**config.mk**
```make
export PLATFORM = sky130hd
export DESIGN_NAME = uart_frame_packer
export DESIGN_NICKNAME = d
export VERILOG_FILES = /design/src/rtl/uart_frame_packer.sv
export SDC_FILE = /design/constraint.sdc
export NUM_CORES = 1
export LEC_CHECK = 0
export BUFFER_PORTS_ARGS = -buffer_cell sky130_fd_sc_hd__buf_2
export CAP_MARGIN = 10
export CORE_UTILIZATION = 25
export DETAILED_ROUTE_END_ITERATION = 8
export SLEW_MARGIN = 20
export SYNTH_ARGS = -nofsm -noshare
export SYNTH_HDL_FRONTEND = slang
export SYNTH_SLANG_ARGS = --single-unit
```
**constraint.sdc**
```tcl
create_clock -name clk -period 2.74 [get_ports clk]
set_input_delay 0.274 -clock clk [delete_from_list [all_inputs] [get_ports clk]]
set_output_delay 0.274 -clock clk [all_outputs]
set_load 0.05 [all_outputs]
```
**src/rtl/uart_frame_packer.sv**
```systemverilog
// Wraps each FRAME_LEN-word frame as SYNC0 SYNC1 cnt_lo cnt_hi payload(LSB first) checksum; define UART_FRAME_PACKER_CRC8_EN for CRC-8 (poly 0x07).
// Latency: first header byte one cycle after in_valid in idle; one bubble cycle per word load.
// Backpressure: out_ready low freezes state and holds out_data; in_ready only rises in S_LOAD, never with out_valid.
module uart_frame_packer #(
    parameter int         WORD_WIDTH = 16,
    parameter int         FRAME_LEN  = 768,
    parameter logic [7:0] SYNC0      = 8'hA5,
    parameter logic [7:0] SYNC1      = 8'h5A
) (
    input  logic                  clk,
    input  logic                  rst,
    input  logic [WORD_WIDTH-1:0] in_data,
    input  logic                  in_valid,
    output logic                  in_ready,
    output logic [7:0]            out_data,
    output logic                  out_valid,
    input  logic                  out_ready,
    output logic                  busy,
    output logic                  frame_done,
    output logic [15:0]           frame_cnt
);

    localparam int BPW = WORD_WIDTH / 8;
    localparam int BIW = (BPW > 1) ? $clog2(BPW) : 1;
    localparam int WIW = $clog2(FRAME_LEN + 1);
    localparam logic [BIW-1:0] LAST_BYTE = BIW'(BPW - 1);
    localparam logic [WIW-1:0] LAST_WORD = WIW'(FRAME_LEN - 1);

    typedef enum logic [2:0] {
        S_IDLE,
        S_HDR,
        S_LOAD,
        S_PAYLOAD,
        S_CKSUM
    } state_t;

    state_t                  state_q, state_d;
    logic [1:0]              hdr_idx_q, hdr_idx_d;
    logic [BIW-1:0]          byte_idx_q, byte_idx_d;
    logic [WIW-1:0]          word_idx_q, word_idx_d;
    logic [WORD_WIDTH-1:0]   word_q, word_d;
    logic [7:0]              cksum_q, cksum_d;
    logic [15:0]             frame_cnt_q, frame_cnt_d;
    logic [7:0]              out_data_q, out_data_d;
    logic                    out_valid_q, out_valid_d;
    logic                    in_ready_q, in_ready_d;
    logic                    busy_q, busy_d;
    logic                    frame_done_q, frame_done_d;

    logic                    out_xfer;
    logic                    in_xfer;
    logic [WORD_WIDTH-1:0]   word_shifted;

    assign out_xfer = out_valid_q & out_ready;
    assign in_xfer  = in_valid & in_ready_q;

    // Running check value folded one transmitted byte at a time.
    function automatic logic [7:0] cksum_step(input logic [7:0] acc, input logic [7:0] b);
`ifdef UART_FRAME_PACKER_CRC8_EN
        logic [7:0] c;
        c = acc ^ b;
        for (int i = 0; i < 8; i++) begin
            c = c[7] ? ((c << 1) ^ 8'h07) : (c << 1);
        end
        return c;
`else
        return acc + b;
`endif
    endfunction

    // State register
    always_ff @(posedge clk) begin
        if (rst) begin
            state_q <= S_IDLE;
        end else begin
            state_q <= state_d;
        end
    end

    // Next-state logic
    always_comb begin
        state_d = state_q;
        case (state_q)
            S_IDLE: begin
                if (in_valid) begin
                    state_d = S_HDR;
                end
            end
            S_HDR: begin
                if (out_xfer && hdr_idx_q == 2'd3) begin
                    state_d = S_LOAD;
                end
            end
            S_LOAD: begin
                if (in_xfer) begin
                    state_d = S_PAYLOAD;
                end
            end
            S_PAYLOAD: begin
                if (out_xfer && byte_idx_q == LAST_BYTE) begin
                    state_d = (word_idx_q == LAST_WORD) ? S_CKSUM : S_LOAD;
                end
            end
            S_CKSUM: begin
                if (out_xfer) begin
                    state_d = S_IDLE;
                end
            end
            default: state_d = S_IDLE;
        endcase
    end

    // Datapath and registered-output next values
    always_comb begin
        hdr_idx_d    = hdr_idx_q;
        byte_idx_d   = byte_idx_q;
        word_idx_d   = word_idx_q;
        word_d       = word_q;
        cksum_d      = cksum_q;
        frame_cnt_d  = frame_cnt_q;
        frame_done_d = 1'b0;

        case (state_q)
            S_IDLE: begin
                hdr_idx_d = 2'd0;
            end
            S_HDR: begin
                if (out_xfer) begin
                    hdr_idx_d = hdr_idx_q + 2'd1;
                    // Only the counter bytes (index 2, 3) enter the check value.
                    if (hdr_idx_q[1]) begin
                        cksum_d = cksum_step(cksum_q, out_data_q);
                    end
                end
            end
            S_LOAD: begin
                if (in_xfer) begin
                    word_d     = in_data;
                    byte_idx_d = '0;
                end
            end
            S_PAYLOAD: begin
                if (out_xfer) begin
                    cksum_d = cksum_step(cksum_q, out_data_q);
                    if (byte_idx_q == LAST_BYTE) begin
                        byte_idx_d = '0;
                        word_idx_d = word_idx_q + 1'b1;
                    end else begin
                        byte_idx_d = byte_idx_q + 1'b1;
                    end
                end
            end
            S_CKSUM: begin
                if (out_xfer) begin
                    frame_cnt_d  = frame_cnt_q + 16'd1;
                    frame_done_d = 1'b1;
                    cksum_d      = 8'h00;
                    word_idx_d   = '0;
                end
            end
            default: ;
        endcase

        word_shifted = word_d >> {byte_idx_d, 3'b000};

        out_valid_d = (state_d == S_HDR) || (state_d == S_PAYLOAD) || (state_d == S_CKSUM);
        in_ready_d  = (state_d == S_LOAD);
        busy_d      = (state_d != S_IDLE);

        case (state_d)
            S_HDR: begin
                case (hdr_idx_d)
                    2'd0:    out_data_d = SYNC0;
                    2'd1:    out_data_d = SYNC1;
                    2'd2:    out_data_d = frame_cnt_q[7:0];
                    default: out_data_d = frame_cnt_q[15:8];
                endcase
            end
            S_PAYLOAD: out_data_d = word_shifted[7:0];
            S_CKSUM:   out_data_d = cksum_d;
            default:   out_data_d = 8'h00;
        endcase
    end

    always_ff @(posedge clk) begin
        if (rst) begin
            hdr_idx_q    <= 2'd0;
            byte_idx_q   <= '0;
            word_idx_q   <= '0;
            word_q       <= '0;
            cksum_q      <= 8'h00;
            frame_cnt_q  <= 16'h0000;
            out_data_q   <= 8'h00;
            out_valid_q  <= 1'b0;
            in_ready_q   <= 1'b0;
            busy_q       <= 1'b0;
            frame_done_q <= 1'b0;
        end else begin
            hdr_idx_q    <= hdr_idx_d;
            byte_idx_q   <= byte_idx_d;
            word_idx_q   <= word_idx_d;
            word_q       <= word_d;
            cksum_q      <= cksum_d;
            frame_cnt_q  <= frame_cnt_d;
            out_data_q   <= out_data_d;
            out_valid_q  <= out_valid_d;
            in_ready_q   <= in_ready_d;
            busy_q       <= busy_d;
            frame_done_q <= frame_done_d;
        end
    end

    assign out_data   = out_data_q;
    assign out_valid  = out_valid_q;
    assign in_ready   = in_ready_q;
    assign busy       = busy_q;
    assign frame_done = frame_done_q;
    assign frame_cnt  = frame_cnt_q;

endmodule

```
# == Word-level counts from Yosys, hierarchy flattened ==
# Cells that the tools add are included.
# word_totals
regBits,68
in_bits,20
out_inout_bits,28
wordCells,74
# op_classes
n_addsub,5
n_eq_ne,15
n_shift,1
n_mux,27
bitwise_logic,3
reduce_logical,11
# ops
operator,count
$pmux W8 S3,3
$mux W16,2
$mux W8,4
$mux W10,3
$pmux W10 S2,1
$mux W3,6
$add A16 B1 Y16 const B,1
$shr A16 B4 Y8,1
$pmux W3 S5,1
$eq A3 B2 Y1 const B,4
$add A10 B1 Y10 const B,1
$eq A10 B10 Y1 const B,1
$add A8 B8 Y8,1
$eq A3 B1 Y1 const B,2
$eq A3 B3 Y1 const B,2
$ne A2 B2 Y1 const B,3
$eq A2 B2 Y1 const B,2
$mux W1,4
$pmux W2 S2,1
$reduce_and A4 Y1,1
$logic_not A3 Y1,1
$reduce_bool A3 Y1,1
$add A2 B1 Y2 const B,1
$and A1 B1 Y1,2
other kinds (11),13

# == Depth between registers and ports, before layout ==
# depth
depth_word,7
depth_mapped,10
ltp_nobuf,9

# == Worst setup path before layout ==
# No wires, ideal clock.
# synth_timing
kind,flip-flop to flip-flop
from,register out_valid_q (netlist: out_valid)
to,register busy_q (netlist: busy)
setup_time_ns,0.127
arrival_time_ns,2.178
required_ns,2.613
setup_slack_ns,0.435
path_stages_with_launch,10
n_path_buf,0
synth_period_minus_slack_ns,2.305
cell_sequence,dfxtp_1 > nand2_1 > inv_2 > ha_1 > and4b_1 > nand4_1 > a21oi_1 > or3_1 > inv_1 > or3_1
# synth_via
elab_chain_len,5
elab_cells_between_ends,8
classes_between,mux (4); bitwise (1); reduce/logical (3)
# synth_lines
element,line_no,rtl
start: declaration,45,"logic out_valid_q, out_valid_d;"
start signal: assignment,206,out_valid_q <= out_valid_d;
$and A1 B1 Y1 *,54,assign out_xfer = out_valid_q & out_ready;
named net out_xfer,50,logic out_xfer;
"$logic_and A1 B1 Y1, on equally long branches","100, 90",
"$mux W3, on equally long branches","100, 90",
$pmux W3 S5 *,83,case (state_q)
$reduce_bool A3 Y1 *,168,busy_d = (state_d != S_IDLE);
end signal: assignment,208,busy_q <= busy_d;
end: declaration,47,"logic busy_q, busy_d;"
# Mark *: on every way through the listed nets, which the timed path passes. The rest lies on a longest branch.
# A chain may end at the register's enable or synchronous reset.

# == Worst setup path after layout ==
# layout_timing
from,register state_q[0]
to,register out_data_q[7] (netlist: out_data[7])
# layout_via
elab_chain_len,5
elab_cells_between_ends,24
classes_between,eq/ne (9); shift (1); mux (12); reduce/logical (2)
# layout_lines
element,line_no,rtl
start: declaration,37,"state_t state_q, state_d;"
start signal: assignment,76,state_q <= state_d;
$eq A3 B1 Y1 / $logic_not A3 Y1 (equally long branches),"83, 123",
$pmux W2 S2,123,case (state_q)
$eq A2 B2 Y1 (tied with other cells),172,case (hdr_idx_d)
$pmux W8 S3,172,
$pmux W8 S3 *,170,case (state_d)
end signal: assignment,205,out_data_q <= out_data_d;
end: declaration,44,"logic [7:0] out_data_q, out_data_d;"
# Mark *: on every way between the ends. The rest lies on a longest branch, timed or not.

==> flow_summary_export.csv <==
group,metric,value,unit
yosys,syn-cell-area,3390,um2
clocking,postCtsResizedCells,0,
yosys,synth_edf_count,0,
finish,nets,455,
floorplan,io_pins,48,
detailed_routing,wl,8400,um
yosys,syn_nets,408,
yosys,synth_common_cells,"dfxtp_1 (68), nor2_1 (55), mux2i_1 (26), a21oi_1 (21), nand2_1 (18)",
global_route,globalRoute.totalOverflow,0,
timing,fin_setup_tns,0,ns
finish,antenna_cells,0,
detailed_routing,ant_nets,0,
yosys,synth_area_leader_cell,"dfxtp_1",
global_route,grt_max_degree,34,
outcome,status,"complete, no violations",
critical_path,worstPathRequired,2.95,ns
power,intPower,1850,uW
worst_hold_path,holdCritPathClass,"in -> reg",
yosys,synth-seq-cells,68,
detailed_routing,drtIter0Drc,170,
critical_path,crit_arrival,2.64,ns
detailed_routing,dr_total_vias,2910,
global_route,grt_pass1_vias,2702,
floorplan,die_w,118,um
timing,maxSlewHeadroom,0.591,
detailed_routing,wl_met3,305,um
detailed_routing,viasPerCell,4.82,
yosys,yosysUniqueCellTypes,60,
power,p_total,2370,uW
floorplan,num_rows,42,
clocking,clock_latency,0.34,ns
critical_path,cp-end-kind,"flop",
yosys,synth_area_leaders,"dfxtp_1 (40%), mux2i_1 (7.7%), nor2_1 (6.1%)",
floorplan,die_area,14000,um2
power,ir_drop,0.221,mV
critical_path,cp_max_fo,15,
placement,place_inst,588,
critical_path,reg2reg_from,"state_q[0]",
power,p_per_area,576,nW/um2
power,comb_power_share,0.047,
finish,finalNonFillerCells,604,
clocking,cts_buffers,9,
clocking,cts_root_buffer,"clkbuf_16",
yosys,ys.flop_type,"dfxtp_1",
yosys,yosysSeqAreaShare,0.402,
detailed_routing,wl_per_cell,13.9,um
finish,final_area,4110,um2
timing,finClkSkew,0.00918,ns
detailed_routing,dr_wl_met2,3960,um
placement,hpwlAfterDp,6310,um
power,power_frac_seq,0.426,
clocking,max-clock-path-buffers,2,
yosys,synth_most_common_cell,"dfxtp_1",
detailed_routing,wl_met1,3950,um
detailed_routing,highest_layer,"met4",
placement,dpl_cell_area,3790,um2
critical_path,crit_path_start_kind,"flop",
floorplan,die_h,118,um
timing,fmax,411,MHz
timing,tightest_slew,0.614,ns
finish,fill_cells,1400,
power,p_sw_frac,0.218,
placement,port_buffers,47,
clocking,cts_tree,"built",
timing,period_minus_slack,2.43,ns
yosys,syn_avg_cell_area,9.01,um2
power,p_leak,0.00163,uW
finish,utilization,0.310,
floorplan,coreArea,13200,um2
clocking,path_clk_slew,0.06,ns
timing,setup_viol_count_final,0,
detailed_routing,first_pass_iters,5,
finish,drive_gt1_frac,0.180,
yosys,async_flop_share,0,
critical_path,crit_type,"reg -> reg",
global_route,antenna_found_initial,0,
floorplan,initial_utilization,0.256,
yosys,synth_top_area_frac,0.402,
job,max_cap_violations,0,
global_route,track_usage,0.126,
finish,area_growth,21.2,%
detailed_routing,detail_route.drc_violations,0,
clocking,hold_buffers,0,
yosys,synth_warnings,0,
power,p_switching,516,uW
timing,hold_viol_final,0,
placement,gp_congestion,0.774,
global_route,grt_pass1_wl,13800,um
clocking,clock-sinks,68,
clocking,htree_levels,3,
timing,finalMaxSlewViolations,0,
timing,timing.final.crit_share,0.888,
worst_hold_path,min-delay-start,"in_data[5]",
power,clock_power_share,0.527,
timing,rsz0062_at_grt,"false",
critical_path,cp-startpoint,"state_q[0]",
yosys,postSynthCellCount,376,
clocking,cts_setup_buffers,0,
[per-stage QoR]
step | hold slack (ns) | setup slack (ns)
global route | 0.209 | 0.149
CTS | 0.192 | 0.295
detailed placement | 0.477 | 0.324
finish | 0.200 | 0.306
floorplan | 0.361 | 0.435
global placement | 0.471 | 0.357
[final cells by class]
class | count | area, um2 | share of cell area
well taps | 176 | 220 | 0.0536
inverters | 8 | 30.0 | 0.00731
repair buffers | 49 | 250 | 0.0609
flip-flops and latches | 68 | 1360 | 0.331
clock buffers | 12 | 246 | 0.0600
clock inverters | 4 | 72.6 | 0.0177
multi-input cells | 287 | 1930 | 0.469
[placed cells by master (no fill, tap or decap), types with 4 or more instances in the layout]
cell / n
a2bb2oi_1: 6
xor2_1: 15
nand4_1: 7
nand2_1: 18
a21o_1: 6
o21ai_0: 12
inv_1: 7
and2_1: 4
mux2i_1: 26
nand3_1: 14
or3_1: 10
dfxtp_1: 68
a21oi_1: 21
o21ai_1: 6
ha_1: 11
nor2_1: 55
buf_2: 47
a22oi_1: 5
and3_1: 5
nor3_1: 7
a211oi_1: 4
clkbuf_16: 9
o21a_1: 6
[sequential cells by signal, indices dropped and copies added (netlist names)]
signal      flops
in_ready        1
hdr_idx_q       2
byte_idx_q      1
state_q         3
cksum_q         8
frame_cnt      16
word_q         16
frame_done      1
out_valid       1
busy            1
out_data        8
word_idx_q     10
[power groups by stage]
stage / logic, uW / registers (uW) / clock network [uW]
2_1_floorplan: 51.9 / 1050 / 0
3_3_place_gp: 111 / 1030 / 0
3_5_place_dp: 113 / 1030 / 0
4_1_cts: 113 / 1010 / 1270
5_1_grt: 121 / 1010 / 1320
6_report: 112 / 1010 / 1250
[logic make-up after synthesis]
kind of cell / share of synthesized area
AOI/OAI and AO/OA: 0.173
DFF: 0.402
buffers and inverters: 0.0299
and+or+nand+nor: 0.222
adders and majority gates: 0.0465
xor gates and xnor gates: 0.0465
muxes: 0.0801
[critical path: stages (launching register included)]
cell	delay [ns]
dfxtp_1	0.63
nand3_1	0.26
or4_1	0.47
and3_1	0.30
a21o_1	0.20
a32oi_1	0.30
o22ai_1	0.13
[metal layers]
metal  global-route usage  up-vias
met5                    0        -
li1                     -     1455
met3               0.0347       12
met2                0.203       47
met4               0.0554        0
met1                0.157     1396
[path summary, 6_finish.rpt]
check                           depth (start not counted)  slack (ns)     endpoint
worst max-delay path                                    6        0.31  out_data[7]
worst min-delay path                                    3        0.20    word_q[5]
worst max register to register                          6        0.31  out_data[7]
worst min register to register                          2        0.49   word_q[14]
Note: power is estimated with default switching activity, not from simulation.
